### src/rtl/clock_pulse_pkg.sv
// Shared definitions for the clock pulse stretcher: FSM state encoding and
// the timer width helper.
package clock_pulse_pkg;

  typedef enum logic [1:0] {
    IDLE = 2'd0,
    HOLD = 2'd1,
    GAP  = 2'd2
  } state_t;

  // Timer width must hold the larger of HOLD_CYCLES-1 and GAP_CYCLES-1, never less than one bit.
  function automatic int cnt_width(input int hold_cycles, input int gap_cycles);
    int w;
    w = 1;
    if ($clog2(hold_cycles) > w) w = $clog2(hold_cycles);
    if ($clog2(gap_cycles) > w) w = $clog2(gap_cycles);
    return w;
  endfunction

endpackage

### src/rtl/load_down_counter.sv
// Loadable down-counter with a zero flag; used as the HOLD/GAP window timer.
// Load has priority over count; the count rests at zero.
module load_down_counter #(
  parameter int W = 2
) (
  input  logic         clk,
  input  logic         rst_n,
  input  logic         load,
  input  logic [W-1:0] value,
  input  logic         en,
  output logic [W-1:0] cnt,
  output logic         zero
);

  // Load a new window length or count down toward zero.
  always_ff @(posedge clk or negedge rst_n) begin
    if (!rst_n)
      cnt <= '0;
    else if (load)
      cnt <= value;
    else if (en && (cnt != '0))
      cnt <= cnt - W'(1);
  end

  assign zero = (cnt == '0);

endmodule

### src/rtl/pulse_stretcher.sv
// Stretches single-cycle event pulses into fixed-length level windows, with a
// minimum low gap between windows. Pulses arriving while busy are queued in a
// saturating pending counter; a dropped pulse sets a sticky overflow flag.
// Optional macro PULSE_STRETCH_RETRIGGER_EN: a pulse during HOLD restarts the
// hold timer instead of queueing another window.
//
// state | meaning
// ------+---------------------------------------------------------------
// IDLE  | no window active, waiting for p_in
// HOLD  | level_out high, timer counts HOLD_CYCLES
// GAP   | level_out low, timer counts GAP_CYCLES before next window
module pulse_stretcher
  import clock_pulse_pkg::*;
#(
  parameter int HOLD_CYCLES = 4,
  parameter int GAP_CYCLES  = 2,
  parameter int PEND_W      = 2
) (
  input  logic              clk,
  input  logic              rst_n,
  input  logic              p_in,
  input  logic              ovf_clr,
  output logic              level_out,
  output logic              busy,
  output logic [PEND_W-1:0] pending,
  output logic              overflow
);

  localparam int CNT_W = cnt_width(HOLD_CYCLES, GAP_CYCLES);
  localparam logic [CNT_W-1:0] HOLD_LD = CNT_W'(HOLD_CYCLES - 1);
  localparam logic [CNT_W-1:0] GAP_LD  = (GAP_CYCLES == 0) ? '0 : CNT_W'(GAP_CYCLES - 1);
  localparam logic [PEND_W-1:0] PEND_MAX = '1;

  state_t            state, state_n;
  logic              load;
  logic [CNT_W-1:0]  load_val;
  logic [CNT_W-1:0]  cnt;
  logic              zero;
  logic [PEND_W-1:0] pending_n;
  logic              ovf_set;
  logic              hold_end, gap_exit, enq, deq;

  load_down_counter #(.W(CNT_W)) u_timer (
    .clk   (clk),
    .rst_n (rst_n),
    .load  (load),
    .value (load_val),
    .en    (state != IDLE),
    .cnt   (cnt),
    .zero  (zero)
  );

  // Next-state, timer load and pending-queue decisions.
  always_comb begin
    state_n   = state;
    load      = 1'b0;
    load_val  = HOLD_LD;
    pending_n = pending;
    ovf_set   = 1'b0;
    hold_end  = 1'b0;
    gap_exit  = 1'b0;
    enq       = 1'b0;
    deq       = 1'b0;

    case (state)
      IDLE: begin
        if (p_in) begin
          state_n = HOLD;
          load    = 1'b1;
        end
      end
      HOLD: begin
`ifdef PULSE_STRETCH_RETRIGGER_EN
        if (p_in)
          load = 1'b1;
        else if (zero)
          hold_end = 1'b1;
`else
        if (zero)
          hold_end = 1'b1;
        else if (p_in)
          enq = 1'b1;
`endif
      end
      GAP: begin
        if (zero)
          gap_exit = 1'b1;
        else if (p_in)
          enq = 1'b1;
      end
      default: state_n = IDLE;
    endcase

    // With no gap configured, the end of HOLD is itself the gap-exit point.
    if (hold_end) begin
      if (GAP_CYCLES == 0) begin
        gap_exit = 1'b1;
      end else begin
        state_n  = GAP;
        load     = 1'b1;
        load_val = GAP_LD;
        enq      = p_in;
      end
    end

    // A queued event is served first; a same-cycle pulse then takes its queue slot.
    if (gap_exit) begin
      deq = (pending != '0);
      if (deq || p_in) begin
        state_n  = HOLD;
        load     = 1'b1;
        load_val = HOLD_LD;
      end else begin
        state_n = IDLE;
      end
      if (deq && !p_in)
        pending_n = pending - PEND_W'(1);
    end else if (enq) begin
      if (pending == PEND_MAX)
        ovf_set = 1'b1;
      else
        pending_n = pending + PEND_W'(1);
    end
  end

  // State, queue and registered outputs.
  always_ff @(posedge clk or negedge rst_n) begin
    if (!rst_n) begin
      state     <= IDLE;
      pending   <= '0;
      overflow  <= 1'b0;
      level_out <= 1'b0;
      busy      <= 1'b0;
    end else begin
      state     <= state_n;
      pending   <= pending_n;
      level_out <= (state_n == HOLD);
      busy      <= (state_n != IDLE);
      if (ovf_set)
        overflow <= 1'b1;
      else if (ovf_clr)
        overflow <= 1'b0;
    end
  end

endmodule

### config.mk
export PLATFORM = sky130hd
export DESIGN_NAME = pulse_stretcher
export DESIGN_NICKNAME = d
export VERILOG_FILES = /design/src/rtl/clock_pulse_pkg.sv /design/src/rtl/load_down_counter.sv /design/src/rtl/pulse_stretcher.sv
export SDC_FILE = /design/constraint.sdc
export NUM_CORES = 1
export LEC_CHECK = 0
export ABC_AREA = 1
export CAP_MARGIN = 40
export CORE_ASPECT_RATIO = 1.1
export CORE_MARGIN = 1.5
export CORE_UTILIZATION = 25
export CTS_BUF_LIST = sky130_fd_sc_hd__clkbuf_16
export DETAILED_ROUTE_END_ITERATION = 6
export GPL_TIMING_DRIVEN = 1
export PLACE_DENSITY_LB_ADDON = 0.15
export SYNTH_ARGS = -nofsm -noshare
export SYNTH_HDL_FRONTEND = slang
export SYNTH_SLANG_ARGS = --single-unit
export TNS_END_PERCENT = 20
### constraint.sdc
create_clock -name clk -period 2.27 [get_ports clk]
set_input_delay 0.454 -clock clk [delete_from_list [all_inputs] [get_ports clk]]
set_output_delay 0.454 -clock clk [all_outputs]
set_load 0.02 [all_outputs]
Yosys cells after proc, flatten, opt, wreduce, memory -nomap -nowiden
Cells that the tools add are included.
{ "word_totals": {"ff_bits": 9, "latch_bits": 0, "ramBits": 0, "mem_bits_ro": 0, "elab_cells": 60, "n_memories": 0} }
{ "classes": {"addsub": 3, "multipliers": 0, "div": 0, "n_lt_le_gt_ge": 0, "eq_ne": 6, "shift": 0, "n_mux": 30, "bitwise": 0, "n_reduce_logical": 15} }
{ "ops": {"columns": ["cell", "n"], "rows": [
  ["$mux W2", 12],
  ["$mux W1", 17],
  ["$reduce_bool A2 Y1", 7],
  ["$eq A2 B1 Y1 const B", 2],
  ["$eq A2 B2 Y1 const B", 2],
  ["$logic_not A2 Y1", 2],
  ["$pmux W2 S2", 1],
  ["$sub A2 B1 Y2 const B", 2],
  ["$reduce_and A3 Y1", 1],
  ["$add A2 B1 Y2 const B", 1],
  ["$logic_and A1 B1 Y1", 2],
  ["$ne A2 B1 Y1 const B", 1],
  ["$ne A2 B2 Y1 const B", 1],
  ["$reduce_or A2 Y1", 1],
  ["$logic_not A1 Y1", 1],
  ["$logic_or A1 B1 Y1", 1]
]} }

Depth between registers and ports, before layout
Gate-level depths: netlist (run 1).
{ "logic_depth": {"word_depth": 7, "mapped_depth": 9} }

Modules after synthesis
From an unflattened synthesis (run 1), not the netlist that was laid out.
{ "hier_totals": {"cells_unflattened": 77, "hier_area_um2": 584.3} }
{ "by_module_without_submodules": {"columns": ["module", "instances", "cells_each", "area_each_um2"], "rows": [
  ["pulse_stretcher", 1, 58, 456.7],
  ["load_down_counter", 1, 19, 127.6]
]} }

Worst setup path before layout (run 1)
No wires, ideal clock.
{ "synth_path": {"kind": "reg2reg", "start": "reg state[0]", "end": "reg pending[0]", "setup_ns": 0.117, "arrival_time_ns": 1.100, "required_time_ns": 2.153, "slack_ns": 1.053, "stages_incl_launch_ff": 9, "n_path_buf": 0, "period_less_slack_ns": 1.217, "cell_sequence": "dfrtp_1 inv_1 ha_1 nand2_2 clkinv_4 nand3b_2 nand2_2 nand2_1 nand2_1"} }
{ "synth_between": {"elab_chain_len": 6} }
{ "synth_lines": {"columns": ["item", "line", "rtl"], "rows": [
  ["from (decl)", "pulse_stretcher.sv:34", "state_t state, state_n;"],
  ["from (signal assigned)", "pulse_stretcher.sv:135", "state <= state_n;"],
  ["$eq A2 B2 Y1 / $eq A2 B1 Y1 (equally long branches)", "pulse_stretcher.sv:65", "case (state)"],
  ["$reduce_or A2 Y1 (no source line)", null, null],
  ["$mux W1", null, null],
  ["$mux W1", "pulse_stretcher.sv:95", "if (hold_end) begin"],
  ["$reduce_bool A2 Y1 (no source line)", null, null],
  ["$reduce_and A3 Y1 (no source line)", null, null],
  ["to (signal assigned)", "pulse_stretcher.sv:136", "pending <= pending_n;"],
  ["to (decl)", "pulse_stretcher.sv:25", "output logic [PEND_W-1:0] pending,"]
]} }
Parallel ways exist; a longest one is shown, timed or not.
A chain may end at the register's enable or synchronous reset.

Worst setup path in the final report (run 1)
{ "layout_path": {"start": "reg pending[0]", "end": "out pending[0]"} }
No word-level cell between the ends.

==> metrics.md, run 1 <==
| Metric | Value |
|---|---|
| Design Power | 1166 uW |
| Finished Layout Cells | 113 |
| Worst Path Arrival | 1270 ps |
| Register area share after synthesis | 0.3814 |
| CTS buffer count | 3 |
| CTS tree | built |
| RSZ-0062 raised after global routing | no |
| Most area-consuming cells after synthesis | dfrtp_1, ha_1, nand2_1, nand3_1, inv_1 |
| H-tree levels | 1 |
| Row Count | 18 |
| Ys Warns | 0 |
| Final Hold Viols | 0 |
| Pin count of the biggest net entering global routing | 10 |
| Placed Area | 708.2 um2 |
| Die area | 2663 um2 |
| Hold_buf cts | 0 |
| Final setup TNS | 0 ps |
| Fmax | 0.5787 GHz |
| Synth Net Count | 80 |
| Area of the multi-input gates | 307.8 um2 |
| Clock Root Buffer | clkbuf_16 |
| Crit path buffers/inverters | 1 |
| Port buffer count | 8 |
| Drt pass-1 iters | 4 |
| Setup Skew | 0.8050 ps |
| Final WL | 1088 um |
| CTS-repair resized insts | 0 |
| Least-Margin Pin Slew | 417.3 ps |
| Initial Util | 0.2622 |
| CP Depth | 1 |
| Register Area | 225.2 um2 |
| Post-Synthesis Cells | 71 |
| Hold Crit Class | in -> async |
| Antenna diodes | 0 |
| Fin Hold WS | 526.7 ps |
| CP cell instances | clkdlybuf4s50_1 |
| Crit path kind | reg -> out |
| Fill count | 244 |
| Synthesis-stage register bit count | 9 |
| Crit path max fanout | 5 |
| CTS Buffer Depth | 2 |
| Min Tclk post-route | 1728 ps |
| Detailed Place HPWL | 877.6 um |
| GR Util All Layers | 0.1039 |
| Grt met2 use | 0.1689 |
| Congestion Overflow GR | 0 |
| Grt met1 use | 0.1164 |
| Final ANT Viol Nets | 0 |
| Synth Cell Area | 590.6 um2 |
| First-pass GRT wire length | 2007 um |
| Max IR drop VDD | 0.0005769 V |
| Count of final max-slew check failures | 0 |
| Core Area | 2252 um2 |
| Clk_lat worst skew | 230 ps |
| Die Wd | 49.34 um |
| # setup viols final | 0 |
| # nets final | 93 |
| Synth area leader | dfrtp_1 |
| Worst path max stage delay | 630 ps |
| Area delta synth->final | 33.26% |
| DRC violations left | 0 |
| Placed cells | 109 |
| Leak Pwr | 0.0004125 uW |
| Top Usage Layer GRT | met2 |
| Share of layout cells above drive strength 1 | 0.1928 |
| Avg Synthesized Cell Area | 8.318 um2 |
| Clock tree sinks | 9 |
| RD Place Congestion | 0.7471 |
| Final period utilization | 0.7613 |
| Synth unique cells | 17 |
| Pwr/cell area | 1482 nW/um2 |
| Die height | 53.98 um |
| Cells on worst reg2reg path | 9 |
| Max_slew headroom | 0.7209 |
| Worst EP required | 1820 ps |
| Kind of start point of the critical path | flop |
| Initial antenna violation count | 0 |
| Slowest-stage cell, CP | clkdlybuf4s50_1 |
| Top-area cell type share of the netlist area | 0.3814 |
| Total setup buffers inserted after CTS | 0 |
| Drt first-iter violations | 11 |
| CP delay by family, top | buffers and inverters |
| GR met3 Demand/Resource | 0.03611 |
| CP Capture Type | output port |
| Outcome | finished, final reports clean |
| Design Area, Final | 787.0 um2 |
| Clock Pin Slew Worst Setup and Hold Paths | 40 ps |
| Total via count in the routed design | 476 |
| Max Cap Viol | 0 |
| Vias in the first global route | 486 |
| DR vias/cell | 4.212 |
| WL per Instance | 9.628 um |
| Boundary Pins | 9 |
## stage by stage
stage / worst slack, ps / util
2_1_floorplan: 1053 / -
3_3_place_gp: 658.7 / 0.3144
3_5_place_dp: 669.4 / 0.3144
4_1_cts: 533.5 / 0.3494
5_1_grt: 485.8 / 0.3494
6_report: 541.9 / 0.3494
## final cells by class
cell class                      instances  share of cell area
Clock buffer                            3             0.09539
Clock inverter                          1            0.004769
Inverter                               14             0.07313
Multi-Input combinational cell         48              0.3911
Sequential cell                         9              0.2862
Tap cell                               30             0.04769
Timing Repair Buffer                    8              0.1017
## sequential cells by signal (all words and copies together), names as in the netlist
register	flops
pending	2
state	2
u_timer.cnt	2
busy	1
level_out	1
overflow	1
## final timing paths
check,end,start,slack (ps)
max in group asynchronous,pending[1]$_DFFE_PN0P_,rst_n,1450
setup / recovery,pending[0],pending[0]$_DFFE_PN0P_,540
min in group clk,overflow$_DFFE_PN0P_,overflow$_DFFE_PN0P_,530
hold / removal,overflow$_DFFE_PN0P_,rst_n,530
setup reg to reg,pending[1]$_DFFE_PN0P_,state[0]$_DFF_PN0_,910
hold reg to reg,overflow$_DFFE_PN0P_,overflow$_DFFE_PN0P_,530
## cells in the mapped netlist, drive strengths merged
cell type	number
dfrtp	9
inv	13
xor2	1
nand4	1
nand3	10
a21oi	1
nor2	3
ha	5
nand3b	1
nand2	22
o21ai	4
clkinv	1
## power by group
group	internal, uW	switching (uW)
Sequential	238	44.1
Combinational	237	345
Clock	230	73.2
Total	704	462
## routing by layer
metal	up-vias	share of wire	wire, um
li1	245	-	-
met1	221	0.47	510
met2	8	0.48	520
met3	2	0.041	45
met4	0	0.011	12
met5	-	0	0
## logic make-up after synthesis
family | share of synthesized area
xor gates and xnor gates | 0.01483
and+or+nand+nor | 0.3326
adders and majority gates | 0.1059
DFF | 0.3814
buffers and inverters | 0.09745
AOI/OAI and AO/OA | 0.06780
## placed cells by master (no fill, tap or decap)
cell	netlist	layout
nand2_1	16	16
inv_1	12	13
nand3_1	9	9
dfrtp_1	9	9
clkdlybuf4s50_1	0	8
nand2_2	6	6
ha_1	5	5
nor2_1	3	3
clkbuf_16	0	3
o21ai_0	2	2
o21ai_1	1	1
nand4_4	1	1
inv_2	1	1
clkinv_4	1	1
o21ai_4	1	1
a21oi_2	1	1
xor2_1	1	1
nand3_2	1	1
nand3b_2	1	1
Note: power is estimated with default switching activity, not from simulation.
==> run 2: changes to the inputs <==
==> constraint.sdc (replaced) <==
create_clock -name clk -period 1.6 [get_ports clk]
set_input_delay 0.32 -clock clk [delete_from_list [all_inputs] [get_ports clk]]
set_output_delay 0.32 -clock clk [all_outputs]
set_load 0.02 [all_outputs]
==> metrics.md, run 2 (same netlist as run 1, synthesis figures left out) <==
| Metric | Value |
|---|---|
| Crit Reg-Reg Startpoint | state[0]$_DFF_PN0_ |
| Fill count | 248 |
| Initial Util | 0.2622 |
| Slowest-stage cell, CP | clkdlybuf4s50_1 |
| Crit path max fanout | 2 |
| Congestion Overflow GR | 0 |
| Max IR drop VDD | 0.0009008 V |
| First-pass GRT wire length | 2083 um |
| Total setup buffers inserted after CTS | 0 |
| Drt first-iter violations | 7 |
| Max Cap Viol | 0 |
| Share of layout cells above drive strength 1 | 0.1928 |
| Clock Root Buffer | clkbuf_16 |
| Register Area | 225.2 um2 |
| Leak Pwr | 0.0004365 uW |
| Placed cells | 109 |
| Pin count of the biggest net entering global routing | 10 |
| # nets final | 93 |
| CP delay by family, top | buffers and inverters |
| Total via count in the routed design | 484 |
| H-tree levels | 1 |
| Worst path max stage delay | 610 ps |
| Vias in the first global route | 499 |
| Worst reg2reg endpoint | pending[0]$_DFFE_PN0P_ |
| Kind of start point of the critical path | flop |
| Cells on worst reg2reg path | 9 |
| Critical path endpoint | overflow |
| Antenna diodes | 0 |
| Finished Layout Cells | 113 |
| Final Hold Viols | 0 |
| Die Wd | 49.34 um |
| CTS Buffer Depth | 2 |
| Final setup TNS | 0 ps |
| DR vias/cell | 4.283 |
| CTS buffer count | 3 |
| RD Place Congestion | 0.7477 |
| CP Capture Type | output port |
| Final WL | 1073 um |
| Die height | 53.98 um |
| Clk_lat worst skew | 230 ps |
| Port buffer count | 8 |
| Die area | 2663 um2 |
| Area of the multi-input gates | 307.8 um2 |
| Clock Pin Slew Worst Setup and Hold Paths | 40 ps |
| Final period utilization | 0.9402 |
| Row Count | 18 |
| Biggest regs | pending (2), state (2), u_timer.cnt (2) |
| Boundary Pins | 9 |
| Detailed Place HPWL | 879.8 um |
| CP cell instances | clkdlybuf4s50_1 |
| Setup Skew | 0.3880 ps |
| RSZ-0062 raised after global routing | no |
| R2r setup slk | 260 ps |
| Hold_buf cts | 0 |
| WL per Instance | 9.496 um |
| Clock tree sinks | 9 |
| Hold Crit Class | in -> async |
| Least-Margin Pin Slew | 393.4 ps |
| Leading cell type in the layout, fill and taps excluded | nand2_1 |
| Worst EP required | 1280 ps |
| CTS tree | built |
| GR Util All Layers | 0.1125 |
| Setup crit start | overflow$_DFFE_PN0P_ |
| # setup viols final | 0 |
| Max_slew headroom | 0.7369 |
| Min Tclk post-route | 1504 ps |
| Design Area, Final | 792.0 um2 |
| Drt pass-1 iters | 4 |
| Initial antenna violation count | 0 |
| CP Depth | 1 |
| Area delta synth->final | 34.11% |
| Outcome | finished, final reports clean |
| Fmax | 0.6647 GHz |
| Design Power | 1647 uW |
| Core Area | 2252 um2 |
| Worst Path Arrival | 1180 ps |
| Count of final max-slew check failures | 0 |
| DRC violations left | 0 |
| Final ANT Viol Nets | 0 |
| Placed Area | 708.2 um2 |
| Crit path buffers/inverters | 1 |
| Crit path kind | reg -> out |
| Pwr/cell area | 2079 nW/um2 |
| Commonest cells after routing, fill and taps aside | nand2_1, inv_1, nand3_1, dfrtp_1 |
[run 2: cell types whose count changed in the layout (fill, tap and decap cells not counted), sizes merged]
cell / previous run / this run
dlymetal6s2s: 0 / 2
clkdlybuf4s50: 8 / 6
[run 2: routing by layer]
metal / vias to the layer above / global-route usage / wire (um)
met5: - / 0 / 0
met4: 0 / 0.1143 / 44
met3: 4 / 0.04444 / 45
met2: 9 / 0.1712 / 490
met1: 224 / 0.1182 / 493
li1: 247 / - / -
[run 2: worst min path at each step]
| stage | start | endpoint | slack (ps) |
|---|---|---|---|
| 5_1_grt | rst_n | state[0]$_DFF_PN0_ | 420 |
| 4_1_cts | rst_n | level_out$_DFF_PN0_ | 400 |
| 3_3_place_gp | overflow$_DFFE_PN0P_ | overflow$_DFFE_PN0P_ | 530 |
| 3_5_place_dp | overflow$_DFFE_PN0P_ | overflow$_DFFE_PN0P_ | 530 |
| 2_1_floorplan | rst_n | busy$_DFF_PN0_ | 20 |
| 6_report | rst_n | overflow$_DFFE_PN0P_ | 380 |
[run 2: per-stage QoR]
step,util,setup slack [ps],hold slack (ps)
2_1_floorplan,-,382.9,24.41
3_3_place_gp,0.3144,122.6,530.9
3_5_place_dp,0.3144,134.2,527.4
4_1_cts,0.3494,3.249,399.7
5_1_grt,0.3517,64.05,416.4
6_report,0.3517,95.64,380.0
[run 2: area by class of cell]
class / count / share of cell area
clock buffers: 3 / 0.09479
clock inverters: 1 / 0.004739
inverters: 14 / 0.07267
multi-input cells: 48 / 0.3886
flip-flops and latches: 9 / 0.2844
well taps: 30 / 0.04739
repair buffers: 8 / 0.1074
[run 2: timing repair]
action                                  in CTS  in global routing
resized for setup                            0                  2
endpoints found under the hold margin        0                  0
endpoints found under the setup margin       0                  2
[run 2: power breakdown]
group | switching, uW | internal (uW) | total, uW | leakage (uW)
Sequential | 60.7 | 338 | 398 | 0.000109
Clock | 106 | 326 | 432 | 0.0000423
Combinational | 486 | 330 | 816 | 0.000285
==> run 3: changes to the inputs <==
==> constraint.sdc (replaced) <==
create_clock -name clk -period 1.5 [get_ports clk]
set_input_delay 0.3 -clock clk [delete_from_list [all_inputs] [get_ports clk]]
set_output_delay 0.3 -clock clk [all_outputs]
set_load 0.02 [all_outputs]
==> metrics.md, run 3 (same netlist as run 1, synthesis figures left out) <==
| Metric | Value |
|---|---|
| CTS Buffer Depth | 2 |
| Setup crit start | level_out$_DFF_PN0_ |
| Port buffer count | 8 |
| Boundary Pins | 9 |
| CP Capture Type | output port |
| Max IR drop VDD | 0.0009870 V |
| H-tree levels | 1 |
| Row Count | 18 |
| Crit path buffers/inverters | 1 |
| GR met3 Demand/Resource | 0.04444 |
| Slowest-stage cell, CP | clkdlybuf4s50_1 |
| Max Cap Viol | 0 |
| Top Usage Layer GRT | met2 |
| Worst Path Arrival | 1140 ps |
| Total via count in the routed design | 464 |
| Crit path max fanout | 1 |
| Antenna diodes | 0 |
| DR vias/cell | 4.106 |
| Worst path max stage delay | 590 ps |
| Core Area | 2252 um2 |
| Crit path kind | reg -> out |
| Final period utilization | 0.9623 |
| Clock Pin Slew Worst Setup and Hold Paths | 40 ps |
| Kind of start point of the critical path | flop |
| Detailed Place HPWL | 903.1 um |
| Biggest regs | pending (2), state (2), u_timer.cnt (2) |
| Least-Margin Pin Slew | 403.0 ps |
| Fmax | 0.6928 GHz |
| Drt first-iter violations | 11 |
| Worst EP required | 1200 ps |
| Place WS | 44.23 ps |
| Area of the multi-input gates | 307.8 um2 |
| Outcome | finished, final reports clean |
| Grt met1 use | 0.1105 |
| Hold Crit Class | in -> async |
| Register Area | 225.2 um2 |
| RD Place Congestion | 0.7524 |
| Final WL | 1095 um |
| CP delay by family, top | buffers and inverters |
| Design Power | 1746 uW |
| Share of layout cells above drive strength 1 | 0.1928 |
| Pwr/cell area | 2219 nW/um2 |
| Post-layout util | 0.3494 |
| DRC violations left | 0 |
| Pin count of the biggest net entering global routing | 10 |
| Count of final max-slew check failures | 0 |
| Min Tclk post-route | 1444 ps |
| Drt pass-1 iters | 4 |
| Fill count | 247 |
| Final ANT Viol Nets | 0 |
| # nets final | 93 |
| Leak Pwr | 0.0004350 uW |
| Initial antenna violation count | 0 |
| GR Util All Layers | 0.09939 |
| RSZ-0062 raised after global routing | no |
| Grt met2 use | 0.1599 |
| Area delta synth->final | 33.26% |
| Clk_lat worst skew | 230 ps |
| CTS buffer count | 3 |
| CTS tree | built |
| Vias in the first global route | 458 |
| Clock Root Buffer | clkbuf_16 |
| CP cell instances | clkdlybuf4s50_1 |
| Leading cell type in the layout, fill and taps excluded | nand2_1 |
| Hold_buf cts | 0 |
| Final WS setup | 56.49 ps |
| WL per Instance | 9.690 um |
| Commonest cells after routing, fill and taps aside | nand2_1, inv_1, nand3_1, dfrtp_1, nand2_2 |
| Die area | 2663 um2 |
| Congestion Overflow GR | 0 |
| Die Wd | 49.34 um |
| Setup Skew | 3.837 ps |
| Fin Hold WS | 365.8 ps |
| First-pass GRT wire length | 1890 um |
| Final setup TNS | 0 ps |
| Initial Util | 0.2622 |
| Max_slew headroom | 0.7305 |
| # setup viols final | 0 |
| Crit Reg-Reg Startpoint | state[0]$_DFF_PN0_ |
| Die height | 53.98 um |
| Clock tree sinks | 9 |
| Final Hold Viols | 0 |
-- run 3: area by class of cell --
type,count,area share
Multi-Input combinational cell,48,0.3911
Sequential cell,9,0.2862
Timing Repair Buffer,8,0.1017
Clock buffer,3,0.09539
Inverter,14,0.07313
Tap cell,30,0.04769
Clock inverter,1,0.004769
-- run 3: power breakdown --
part | internal [uW] | leakage (uW) | switching (uW)
Sequential | 360 | 0.000109 | 66.2
Clock | 348 | 0.0000423 | 110
Combinational | 338 | 0.000284 | 524
Total | 1050 | 0.000435 | 700
-- run 3: metrics by stage --
stage	area, um2	std cells
4_1_cts	784.5	113
5_1_grt	787.0	113
3_5_place_dp	708.2	109
3_3_place_gp	708.2	109
2_1_floorplan	590.6	71
6_report	787.0	113
-- run 3: final timing paths --
check	slack, ps	end	cells past startpoint
worst max-delay path	60	level_out	1
worst min-delay path	370	level_out$_DFF_PN0_	1
worst max register to register	140	pending[0]$_DFFE_PN0P_	9
worst min register to register	530	overflow$_DFFE_PN0P_	2
max in group asynchronous	850	pending[0]$_DFFE_PN0P_	1
min in group clk	530	overflow$_DFFE_PN0P_	2
-- run 3: repair_timing --
| item | 4_1_cts | 5_1_grt |
|---|---|---|
| gates resized for setup | 2 | 1 |
| setup endpoints to repair | 2 | 1 |
| setup buffers | 0 | 0 |
| cloned | 0 | 0 |
-- run 3: routing by layer --
| layer | vias up | part of all wire |
|---|---|---|
| li1 | 246 | - |
| met1 | 210 | 0.48 |
| met2 | 6 | 0.48 |
| met3 | 2 | 0.032 |
| met4 | 0 | 0.0091 |
| met5 | - | 0 |
